$ cat src/rtl/mvu_pkg.sv
// rtl/mvu_pkg.sv - shared constants and types for the MVU control/status register block
//
// Purpose: register offsets, CTRL/STATUS bit positions, the block ID constant
//          and the APB completer state encoding used by mvu_apb_csr and
//          apb_completer_fsm.
// Ports:   none (package).
package mvu_pkg;

   localparam int APB_ADDR_WIDTH = 12;

   // Byte offsets of the register map
   localparam int CSR_CTRL   = 'h00;
   localparam int CSR_STATUS = 'h04;
   localparam int CSR_CFG0   = 'h08;
   localparam int CSR_ID     = 'h3C;

   // CTRL bits
   localparam int CTRL_START_BIT  = 0;
   localparam int CTRL_IRQ_EN_BIT = 1;

   // STATUS bits
   localparam int STATUS_BUSY_BIT = 0;
   localparam int STATUS_DONE_BIT = 1;

   localparam logic [31:0] MVU_CSR_ID = 32'h4D56_5501;

   typedef enum logic {
      CSR_IDLE   = 1'b0,
      CSR_ACCESS = 1'b1
   } csr_state_t;

endpackage

$ cat src/rtl/apb_completer_fsm.sv
// rtl/apb_completer_fsm.sv - APB completer handshake with programmable wait states
//
// Purpose: tracks the IDLE/ACCESS handshake, latches the request in the setup
//          phase, counts WAIT_CYCLES wait states and pulses commit_o on the
//          edge where the transfer completes.
// Ports:   clk, rst                 - clock, synchronous active-high reset
//          psel/penable/pwrite      - APB control
//          paddr/pwdata/pstrb       - APB request
//          pready_o                 - registered ready (ACCESS with counter at 0)
//          commit_o                 - high in the cycle whose rising edge completes the transfer
//          req_*_o                  - request latched in the setup phase
module apb_completer_fsm
   import mvu_pkg::*;
#(
   parameter int ADDR_WIDTH  = APB_ADDR_WIDTH,
   parameter int DATA_WIDTH  = 32,
   parameter int WAIT_CYCLES = 1
) (
   input  logic                    clk,
   input  logic                    rst,
   input  logic                    psel,
   input  logic                    penable,
   input  logic                    pwrite,
   input  logic [ADDR_WIDTH-1:0]   paddr,
   input  logic [DATA_WIDTH-1:0]   pwdata,
   input  logic [DATA_WIDTH/8-1:0] pstrb,
   output logic                    pready_o,
   output logic                    commit_o,
   output logic                    req_write_o,
   output logic [ADDR_WIDTH-1:0]   req_addr_o,
   output logic [DATA_WIDTH-1:0]   req_wdata_o,
   output logic [DATA_WIDTH/8-1:0] req_strb_o
);

   csr_state_t              state_q, state_d;
   logic [3:0]              cnt_q, cnt_d;
   logic                    write_q, write_d;
   logic [ADDR_WIDTH-1:0]   addr_q, addr_d;
   logic [DATA_WIDTH-1:0]   wdata_q, wdata_d;
   logic [DATA_WIDTH/8-1:0] strb_q, strb_d;

   always_ff @(posedge clk) begin
      if (rst) begin
         state_q <= CSR_IDLE;
         cnt_q   <= '0;
         write_q <= 1'b0;
         addr_q  <= '0;
         wdata_q <= '0;
         strb_q  <= '0;
      end else begin
         state_q <= state_d;
         cnt_q   <= cnt_d;
         write_q <= write_d;
         addr_q  <= addr_d;
         wdata_q <= wdata_d;
         strb_q  <= strb_d;
      end
   end

   always_comb begin
      state_d  = state_q;
      cnt_d    = cnt_q;
      write_d  = write_q;
      addr_d   = addr_q;
      wdata_d  = wdata_q;
      strb_d   = strb_q;
      commit_o = 1'b0;
      // Ready depends on registered state only, never on the live APB inputs
      pready_o = (state_q == CSR_ACCESS) && (cnt_q == 4'd0);

      case (state_q)
         CSR_IDLE: begin
            // penable without a preceding setup phase is ignored here
            if (psel && !penable) begin
               state_d = CSR_ACCESS;
               cnt_d   = 4'(WAIT_CYCLES);
               write_d = pwrite;
               addr_d  = paddr;
               wdata_d = pwdata;
               strb_d  = pstrb;
            end
         end
         CSR_ACCESS: begin
            if (!psel) begin
               state_d = CSR_IDLE;
            end else if (cnt_q != 4'd0) begin
               cnt_d = cnt_q - 4'd1;
            end else if (penable) begin
               commit_o = 1'b1;
               state_d  = CSR_IDLE;
            end
         end
         default: state_d = CSR_IDLE;
      endcase
   end

   assign req_write_o = write_q;
   assign req_addr_o  = addr_q;
   assign req_wdata_o = wdata_q;
   assign req_strb_o  = strb_q;

endmodule

$ cat src/rtl/mvu_apb_csr.sv
// rtl/mvu_apb_csr.sv - APB register block controlling one MVU job
//
// Purpose: decodes the latched APB request, holds CTRL/STATUS/CFG registers,
//          flags illegal accesses with pslverr and tracks job busy/done.
// Ports:   clk, rst                      - clock, synchronous active-high reset
//          psel/penable/pwrite/paddr/pwdata/pstrb - APB request
//          pready/prdata/pslverr         - APB response (registered-state only)
//          cfg_o                         - CFG words, word i at [32i+31:32i]
//          start_o                       - one-cycle job start pulse
//          done_i                        - one-cycle job completion pulse
//          irq_o                         - DONE & IRQ_EN
module mvu_apb_csr
   import mvu_pkg::*;
#(
   parameter int ADDR_WIDTH  = APB_ADDR_WIDTH,
   parameter int DATA_WIDTH  = 32,
   parameter int NUM_CFG     = 8,
   parameter int WAIT_CYCLES = 1
) (
   input  logic                          clk,
   input  logic                          rst,
   input  logic                          psel,
   input  logic                          penable,
   input  logic                          pwrite,
   input  logic [ADDR_WIDTH-1:0]         paddr,
   input  logic [DATA_WIDTH-1:0]         pwdata,
   input  logic [DATA_WIDTH/8-1:0]       pstrb,
   output logic                          pready,
   output logic [DATA_WIDTH-1:0]         prdata,
   output logic                          pslverr,
   output logic [DATA_WIDTH*NUM_CFG-1:0] cfg_o,
   output logic                          start_o,
   input  logic                          done_i,
   output logic                          irq_o
);

   localparam logic [ADDR_WIDTH-1:0] A_CTRL   = ADDR_WIDTH'(CSR_CTRL);
   localparam logic [ADDR_WIDTH-1:0] A_STATUS = ADDR_WIDTH'(CSR_STATUS);
   localparam logic [ADDR_WIDTH-1:0] A_CFG0   = ADDR_WIDTH'(CSR_CFG0);
   localparam logic [ADDR_WIDTH-1:0] A_ID     = ADDR_WIDTH'(CSR_ID);

   logic                    rdy, commit, req_write;
   logic [ADDR_WIDTH-1:0]   req_addr;
   logic [DATA_WIDTH-1:0]   req_wdata;
   logic [DATA_WIDTH/8-1:0] req_strb;

   logic irq_en_q, irq_en_d, busy_q, busy_d, done_q, done_d, start_q, start_d;
   logic [DATA_WIDTH-1:0] cfg_q [NUM_CFG];
   logic [DATA_WIDTH-1:0] cfg_d [NUM_CFG];

   logic                  is_ctrl, is_status, is_id, aligned, start_req, err, wr_ok;
   logic [NUM_CFG-1:0]    cfg_hit;
   logic [DATA_WIDTH-1:0] rdata;

   apb_completer_fsm #(
      .ADDR_WIDTH (ADDR_WIDTH),
      .DATA_WIDTH (DATA_WIDTH),
      .WAIT_CYCLES(WAIT_CYCLES)
   ) u_fsm (
      .clk        (clk),
      .rst        (rst),
      .psel       (psel),
      .penable    (penable),
      .pwrite     (pwrite),
      .paddr      (paddr),
      .pwdata     (pwdata),
      .pstrb      (pstrb),
      .pready_o   (rdy),
      .commit_o   (commit),
      .req_write_o(req_write),
      .req_addr_o (req_addr),
      .req_wdata_o(req_wdata),
      .req_strb_o (req_strb)
   );

   // Decode and read mux work on the latched request, so the response is
   // purely a function of registered state.
   always_comb begin
      cfg_hit = '0;
      for (int i = 0; i < NUM_CFG; i++) begin
         cfg_hit[i] = (req_addr == A_CFG0 + ADDR_WIDTH'(4 * i));
      end
      is_ctrl   = (req_addr == A_CTRL);
      is_status = (req_addr == A_STATUS);
      is_id     = (req_addr == A_ID);
      aligned   = (req_addr[1:0] == 2'b00);
      start_req = req_write && is_ctrl && req_wdata[CTRL_START_BIT];
      // A rejected START also blocks IRQ_EN in the same write
      err = !aligned
         || !(is_ctrl || is_status || is_id || (|cfg_hit))
         || (req_write && busy_q && ((|cfg_hit) || start_req));

      rdata = '0;
      if (is_ctrl) rdata[CTRL_IRQ_EN_BIT] = irq_en_q;
      if (is_status) begin
         rdata[STATUS_BUSY_BIT] = busy_q;
         rdata[STATUS_DONE_BIT] = done_q;
      end
      if (is_id) rdata = DATA_WIDTH'(MVU_CSR_ID);
      for (int i = 0; i < NUM_CFG; i++) begin
         if (cfg_hit[i]) rdata = cfg_q[i];
      end
   end

   always_comb begin
      irq_en_d = irq_en_q;
      busy_d   = busy_q;
      done_d   = done_q;
      start_d  = 1'b0;
      cfg_d    = cfg_q;
      wr_ok    = commit && req_write && !err;

      if (wr_ok && is_ctrl) begin
         irq_en_d = req_wdata[CTRL_IRQ_EN_BIT];
         start_d  = req_wdata[CTRL_START_BIT];
      end
      if (wr_ok && is_status && req_wdata[STATUS_DONE_BIT]) done_d = 1'b0;
      if (wr_ok) begin
         for (int i = 0; i < NUM_CFG; i++) begin
            for (int b = 0; b < DATA_WIDTH / 8; b++) begin
               if (cfg_hit[i] && req_strb[b]) cfg_d[i][8*b +: 8] = req_wdata[8*b +: 8];
            end
         end
      end
      // Completion overrides a same-cycle W1C; a stray done while idle still sets DONE
      if (done_i) begin
         busy_d = 1'b0;
         done_d = 1'b1;
      end
      if (start_d) busy_d = 1'b1;
   end

   always_ff @(posedge clk) begin
      if (rst) begin
         irq_en_q <= 1'b0;
         busy_q   <= 1'b0;
         done_q   <= 1'b0;
         start_q  <= 1'b0;
         for (int i = 0; i < NUM_CFG; i++) cfg_q[i] <= '0;
      end else begin
         irq_en_q <= irq_en_d;
         busy_q   <= busy_d;
         done_q   <= done_d;
         start_q  <= start_d;
         cfg_q    <= cfg_d;
      end
   end

   always_comb begin
      cfg_o = '0;
      for (int i = 0; i < NUM_CFG; i++) cfg_o[DATA_WIDTH*i +: DATA_WIDTH] = cfg_q[i];
   end

   assign pready  = rdy;
   assign pslverr = rdy && err;
   assign prdata  = (rdy && !err && !req_write) ? rdata : '0;
   assign start_o = start_q;
   assign irq_o   = done_q && irq_en_q;

endmodule

$ cat config.mk
export PLATFORM = sky130hd
export DESIGN_NAME = mvu_apb_csr
export DESIGN_NICKNAME = d
export VERILOG_FILES = /design/src/rtl/mvu_pkg.sv /design/src/rtl/apb_completer_fsm.sv /design/src/rtl/mvu_apb_csr.sv
export SDC_FILE = /design/constraint.sdc
export NUM_CORES = 1
export LEC_CHECK = 0
export ABC_CLOCK_PERIOD_IN_PS = 4100
export BUFFER_PORTS_ARGS = -buffer_cell sky130_fd_sc_hd__buf_2
export CAP_MARGIN = 10
export CORE_ASPECT_RATIO = 1.75
export CORE_UTILIZATION = 59
export CTS_CLUSTER_SIZE = 40
export DETAILED_ROUTE_END_ITERATION = 10
export HOLD_SLACK_MARGIN = 0.08
export PLACE_DENSITY = 0.85
export SYNTH_ARGS = -nofsm -noshare
export SYNTH_HDL_FRONTEND = slang
export SYNTH_HIERARCHICAL = 1
export SYNTH_SLANG_ARGS = --single-unit
$ cat constraint.sdc
create_clock -name clk -period 4.1 [get_ports clk]
set_clock_uncertainty 0.05 [all_clocks]
set_input_delay 0.41 -clock clk [delete_from_list [all_inputs] [get_ports clk]]
set_output_delay 0.41 -clock clk [all_outputs]
set_load 0.02 [all_outputs]
### After elaboration in Yosys (flattened, before gate mapping)

Index checks and enable logic that the tools add are counted.

| storage, ports and cells | value |
|---|---|
| register bits | 314 |
| latch bits | 0 |
| memory bits (writable) | 0 |
| memory bits (read-only) | 0 |
| bits of input ports | 54 |
| output and inout port bits | 292 |
| logic and storage cells | 186 |
| memories kept | 0 |

| operators by class | value |
|---|---|
| add/sub/neg operators | 1 |
| multipliers | 0 |
| div/mod/pow operators | 0 |
| $lt $le $gt $ge | 0 |
| equality and inequality tests | 13 |
| shifts and indexed selects | 0 |
| mux-type cells | 30 |
| bitwise gates (word level) | 1 |
| reduce and logical (&&, ||, !) cells | 99 |

Operators with widths:

| operator | number |
|---|---|
| two-way mux 32 bit | 9 |
| AND reduction 2 bit | 33 |
| equality test 12 x 5 -> 1 bit (second input constant) | 4 |
| logical AND 1 bit | 47 |
| equality test 12 x 6 -> 1 bit (second input constant) | 3 |
| two-way mux 31 bit | 1 |
| equality test 12 x 4 -> 1 bit (second input constant) | 2 |
| two-way mux 1 bit | 14 |
| equality test 12 x 3 -> 1 bit (second input constant) | 1 |
| logical NOT 12 bit | 1 |
| two-way mux 4 bit | 3 |
| case mux 4 bit (2 select lines) | 1 |
| OR reduction 8 bit | 1 |
| logical OR 1 bit | 6 |
| logical NOT 1 bit | 5 |
| logical NOT 4 bit | 1 |
| != test 2 bit (second input constant) | 2 |
| nonzero test 2 bit | 2 |
| nonzero test 4 bit | 1 |
| subtractor 4 x 1 -> 4 bit (second input constant) | 1 |
| AND reduction 3 bit | 1 |
| logical NOT 2 bit | 1 |
| two-way mux 2 bit | 1 |
| != test 2 x 1 -> 1 bit (second input constant) | 1 |
| other kinds (2) | 2 |

### Depth between registers and ports, before layout

| depth | value |
|---|---|
| depth after elaboration | 13 |
| mapped depth | 11 |

### By module

Netlist, hierarchy kept.

By module, submodules not included:

| module | instances | cells an instance | area each (um2) | sequential area each (um2) |
|---|---|---|---|---|
| mvu_apb_csr | 1 | 1339 | 13157.6 | 5205.0 |
| apb_completer_fsm | 1 | 248 | 2033.2 | 1081.0 |

### Worst setup path before layout

OpenSTA, ideal clock, no wires.

| timing path | value |
|---|---|
| kind | reg2out |
| start point | register u_fsm.cnt_q[0] |
| end point | output port prdata[8] |
| arrival time | 2.531 ns |
| slack | 1.109 ns |
| cell stages (with the launch flop) | 10 |
| path buffers | 2 |
| cell sequence | dfxtp_1 inv_1 ha_1 nand4bb_1 inv_1 inv_1 or4_1 clkbuf_1 clkbuf_1 a311oi_1 |

| between the ends | value |
|---|---|
| word-level cells in the longest chain between the ends | 5 |

RTL lines:

| element | line | text |
|---|---|---|
| start: declaration | apb_completer_fsm.sv:36 | `logic [3:0] cnt_q, cnt_d;` |
| start signal: assignment | apb_completer_fsm.sv:52 | `cnt_q <= cnt_d;` |
| logical NOT 4 bit | apb_completer_fsm.sv:69 | `pready_o = (state_q == CSR_ACCESS) && (cnt_q == 4'd0);` |
| logical AND 1 bit | apb_completer_fsm.sv:69 |  |
| named net pready | mvu_apb_csr.sv:28 | `output logic pready,` |
| logical AND 1 bit (2 in a row) | mvu_apb_csr.sv:156 | `assign prdata = (rdy && !err && !req_write) ? rdata : '0;` |
| two-way mux 32 bit | mvu_apb_csr.sv:156 |  |
| end: declaration | mvu_apb_csr.sv:29 | `output logic [DATA_WIDTH-1:0] prdata,` |

The timed path passes the listed nets, and every way through them passes these cells.

### Worst setup path after layout

| timing path | value |
|---|---|
| start point | register u_fsm.addr_q[9] (netlist: u_fsm/req_addr_o[9]) |
| end point | output port prdata[27] |

| between the ends | value |
|---|---|
| word-level cells in the longest chain between the ends | 11 |
| elaborated cells between the ends (all ways) | 35 |

RTL lines:

| element | line | text |
|---|---|---|
| start: declaration | apb_completer_fsm.sv:38 | `logic [ADDR_WIDTH-1:0] addr_q, addr_d;` |
| start signal: assignment | apb_completer_fsm.sv:54 | `addr_q <= addr_d;` |
| equality test 12 x 6 -> 1 bit, or another cell as far along | mvu_apb_csr.sv:85 | `is_id = (req_addr == A_ID);` |
| two-way mux 31 bit or logical OR 1 bit (tied branches) | mvu_apb_csr.sv:99, mvu_apb_csr.sv:90 |  |
| two-way mux 32 bit or logical OR 1 bit (tied branches) (2 in a row) | mvu_apb_csr.sv:101, mvu_apb_csr.sv:90 |  |
| two-way mux 32 bit or logical NOT 1 bit (tied branches) | mvu_apb_csr.sv:101, mvu_apb_csr.sv:90 |  |
| two-way mux 32 bit or logical OR 1 bit (tied branches) | mvu_apb_csr.sv:101, mvu_apb_csr.sv:90 |  |
| two-way mux 32 bit or logical OR 1 bit (tied branches) | mvu_apb_csr.sv:101, mvu_apb_csr.sv:91 |  |
| two-way mux 32 bit or logical NOT 1 bit (tied branches) | mvu_apb_csr.sv:101, mvu_apb_csr.sv:156 |  |
| two-way mux 32 bit or logical AND 1 bit (tied branches) (2 in a row) | mvu_apb_csr.sv:101, mvu_apb_csr.sv:156 |  |
| two-way mux 32 bit * | mvu_apb_csr.sv:156 |  |

Mark *: on every way between the ends. The rest lies on a longest branch, timed or not.

==> flow_summary_export.csv <==
group,metric,value,unit
detailed_routing,vias,14156,
global_route,antenna_found_initial,0,
die,rows,77,
die,die-width,123.3,um
die,die_h,214.3,um
critical_path,critPathMaxStageDelay,770,ps
critical_path,critPathArrivalTime,3520,ps
hold_path,hold_class,"in -> reg",
clock_network,cts_max_path_buffers,3,
cells_and_area,nets,1958,
die,io_pins,346,
critical_path,crit_top_cell,"buf_4",
sta,worst_slew_pin_slew,931.1,ps
global_route,grt_usage,39.24,%
synthesis,yosysUniqueCellTypes,67,
sta,tns,0,ps
synthesis,yosysSeqAreaShare,41.38,%
cells_and_area,area_growth,20.21,%
synthesis,synthXorXnorAreaFrac,0,%
synthesis,netlist_instances,1587,
synthesis,async_flop_share,0,%
power,p_per_area,332.2,mW/mm^2
synthesis,ys_ff_latch,314,
cells_and_area,drive_gt1_share,27.83,%
synthesis,netlist_area,0.01519,mm^2
synthesis,synth_top_family_by_area,"simple AND/OR/NAND/NOR gates",
critical_path,slowest_stage,"or4_1",
place,io_buffers,345,
cells_and_area,fin_util,72.35,%
critical_path,crit_path_max_fanout,14,
detailed_routing,antenna_left,0,
die,start_util,60.18,%
clock_network,clk_latency,550,ps
sta,finalSetupViolCount,0,
place,dp_hpwl,36750,um
synthesis,synthAdderAreaFrac,0.08237,%
global_route,grt_first_pass_wirelength,78590,um
sta,hold_violations,0,
job,maxCapViolations,0,
global_route,grt_pass1_vias,13643,
clock_network,numCtsBuffers,27,
detailed_routing,drcViolationCount,0,
clock_network,cts_setup_buffers,0,
critical_path,cp-end-kind,"primary output",
detailed_routing,wl_per_cell,23.53,um
place,gp_congestion,1.006,
detailed_routing,via_per_inst,6.334,
critical_path,start_kind,"flop",
clock_network,clkTransAtPathRegs,70,ps
die,dieArea,0.02642,mm^2
critical_path,worstPathCellList,"or4_1, buf_4, nor4_4, buf_4, o2bb2ai_1, a211oi_1, nor4_2, buf_2",
synthesis,muxShareOfSynthArea,20.03,%
synthesis,syn_area_per_cell,9.572,um^2
detailed_routing,drt_iter0_markers,1731,
detailed_routing,drt_pass1_iterations,6,
die,core-area,0.02524,mm^2
sta,slew_headroom,37.27,%
outcome,status,"completed",
power,ir_drop,0.0003490,V
synthesis,syn_nets,1642,
power,leakagePower,0.008746,uW
sta,max_freq,0.2516,GHz
global_route,gr-total-overflow,0,
synthesis,ys_warn_count,6,
sta,min_period_over_period,96.96,%
clock_network,cts_root_buffer,"clkbuf_16",
synthesis,synth_compound_area_share,11.04,%
cells_and_area,antennaDiodeCount,0,
clock_network,htreeDepth,1,
critical_path,cp_data_required_time,3640,ps
synthesis,synth_edf_count,0,
clock_network,clock-sinks,314,
sta,grt_setup_unrepaired,"false",
synthesis,synth-simple-area-share,23.10,%
sta,finalWorstPathRequiredPeriod,3975,ps
detailed_routing,drt-total-wl,52590,um
global_route,grt_max_degree,137,
synthesis,synth-main-ff-cell,"dfxtp_1",
clock_network,cts_tree,"done",
sta,slew_viol_final,0,
critical_path,crit_type,"reg -> out",
[cells by family (layout without fill, tap and decap cells)]
logic type / Yosys count / in the layout
buffers and inverters: 146 / 478
AOI/OAI and AO/OA: 253 / 253
adders and majority gates: 1 / 1
and+or+nand+nor: 574 / 574
DFF: 314 / 314
muxes: 299 / 299
[power by group]
| group | internal (uW) | total, uW | switching, uW |
|---|---|---|---|
| Sequential | 3070 | 3100 | 29.8 |
| Combinational | 177 | 478 | 301 |
| Clock | 1340 | 2480 | 1140 |
| Total | 4590 | 6070 | 1480 |
[registers in the layout, indices dropped and copies added, names as in the netlist]
register	flops
cfg_o	256
u_fsm/req_wdata_o	32
u_fsm/req_addr_o	12
done_q	1
start_o	1
u_fsm/cnt_q	4
u_fsm/state_q	1
u_fsm/req_write_o	1
u_fsm/req_strb_o	4
busy_q	1
irq_en_q	1
[cells in the mapped netlist (12+ instances only)]
master | number | area, um^2
o22ai_1 | 12 | 75.07
clkbuf_1 | 63 | 236.5
buf_2 | 21 | 105.1
nand3_1 | 23 | 115.1
nand2b_1 | 292 | 1827
a22oi_1 | 12 | 90.09
nor3_1 | 12 | 60.06
a222oi_1 | 17 | 170.2
buf_1 | 41 | 153.9
nor2_1 | 21 | 78.83
mux2i_1 | 268 | 2683
a211oi_1 | 14 | 105.1
o211ai_1 | 14 | 105.1
mux2_2 | 30 | 337.8
nand3_2 | 17 | 170.2
o21ai_0 | 30 | 150.1
a21oi_1 | 91 | 455.4
nand2_1 | 120 | 450.4
dfxtp_1 | 314 | 6286
[placed cells by master (no fill, tap or decap), types with 6 or more instances in the layout]
cell type | Yosys | routed
a211oi_1 | 14 | 13
a21oi_1 | 91 | 91
a222oi_1 | 17 | 17
a22oi_1 | 12 | 12
a31o_2 | 9 | 9
a31oi_1 | 10 | 10
and2_1 | 7 | 7
and3_1 | 10 | 10
buf_2 | 21 | 344
buf_4 | 2 | 50
clkbuf_16 | 0 | 27
clkinv_2 | 0 | 6
dfxtp_1 | 314 | 313
dlygate4sd3_1 | 0 | 29
inv_1 | 8 | 8
mux2_2 | 30 | 30
mux2i_1 | 268 | 268
nand2_1 | 120 | 120
nand2b_1 | 292 | 292
nand3_1 | 23 | 23
nand3_2 | 17 | 17
nand4_1 | 10 | 10
nor2_1 | 21 | 21
nor3_1 | 12 | 11
nor4_1 | 6 | 6
o211ai_1 | 14 | 14
o21ai_0 | 30 | 30
o221ai_1 | 6 | 6
o22ai_1 | 12 | 12
o2bb2ai_1 | 11 | 11
[area by class of cell]
| class | instances | area (um^2) |
|---|---|---|
| fill | 1934 | 6980 |
| inverter | 8 | 30.03 |
| clock buffer | 36 | 749.5 |
| sequential | 314 | 6290 |
| tap | 316 | 395.4 |
| timing repair buffer | 425 | 2419 |
| multi-input combinational | 1127 | 8302 |
| clock inverter | 9 | 76.32 |
[worst paths after layout]
check | start | to | slack (ps) | depth (start not counted)
worst max-delay path | u_fsm/req_addr_o[9] | prdata[27] | 120 | 8
worst min-delay path | paddr[7] | u_fsm/req_addr_o[7] | 90 | 3
worst max register to register | u_fsm/req_addr_o[4] | cfg_o[190] | 800 | 6
worst min register to register | u_fsm/req_wdata_o[20] | u_fsm/req_wdata_o[20] | 400 | 2
[critical path: cells and delay by family, from the launching register on]
family | cells | cell delay (ps)
AO/OA/AOI/OAI | 2 | 250
buffers and inverters | 3 | 920
flip-flops | 1 | 340
AND/OR/NAND/NOR | 3 | 1450
[repair_timing]
| action | CTS | global route |
|---|---|---|
| hold buffers | 29 | 0 |
| hold endpoints to repair | 30 | 0 |
| resized for setup | 0 | 0 |
| endpoints found under the setup margin | 0 | 0 |
[through the flow]
| stage | setup WS, ps | std cells | hold WS [ps] | power, uW | instance area, um^2 |
|---|---|---|---|---|---|
| global placement | 824.4 | 2161 | 392.5 | 3601 | 17150 |
| CTS | 205.4 | 2235 | 80.16 | 6051 | 18260 |
| detailed placement | 786.2 | 2161 | 397.4 | 3610 | 17150 |
| global route | 103.9 | 2235 | 104.0 | 6210 | 18260 |
| floorplan | 1109 | 1587 | 381.9 | 3464 | 15190 |
| finish | 124.8 | 2235 | 89.80 | 6067 | 18260 |
[metal layers]
metal | vias up | track usage [%] | share of wire, %
met5 | - | 0 | 0
met1 | 6755 | 48.00 | 37
met2 | 903 | 60.58 | 46
met3 | 269 | 5.718 | 9.1
met4 | 0 | 31.16 | 8.6
li1 | 6229 | - | -
No activity file was read; power rests on OpenSTA's default activity.
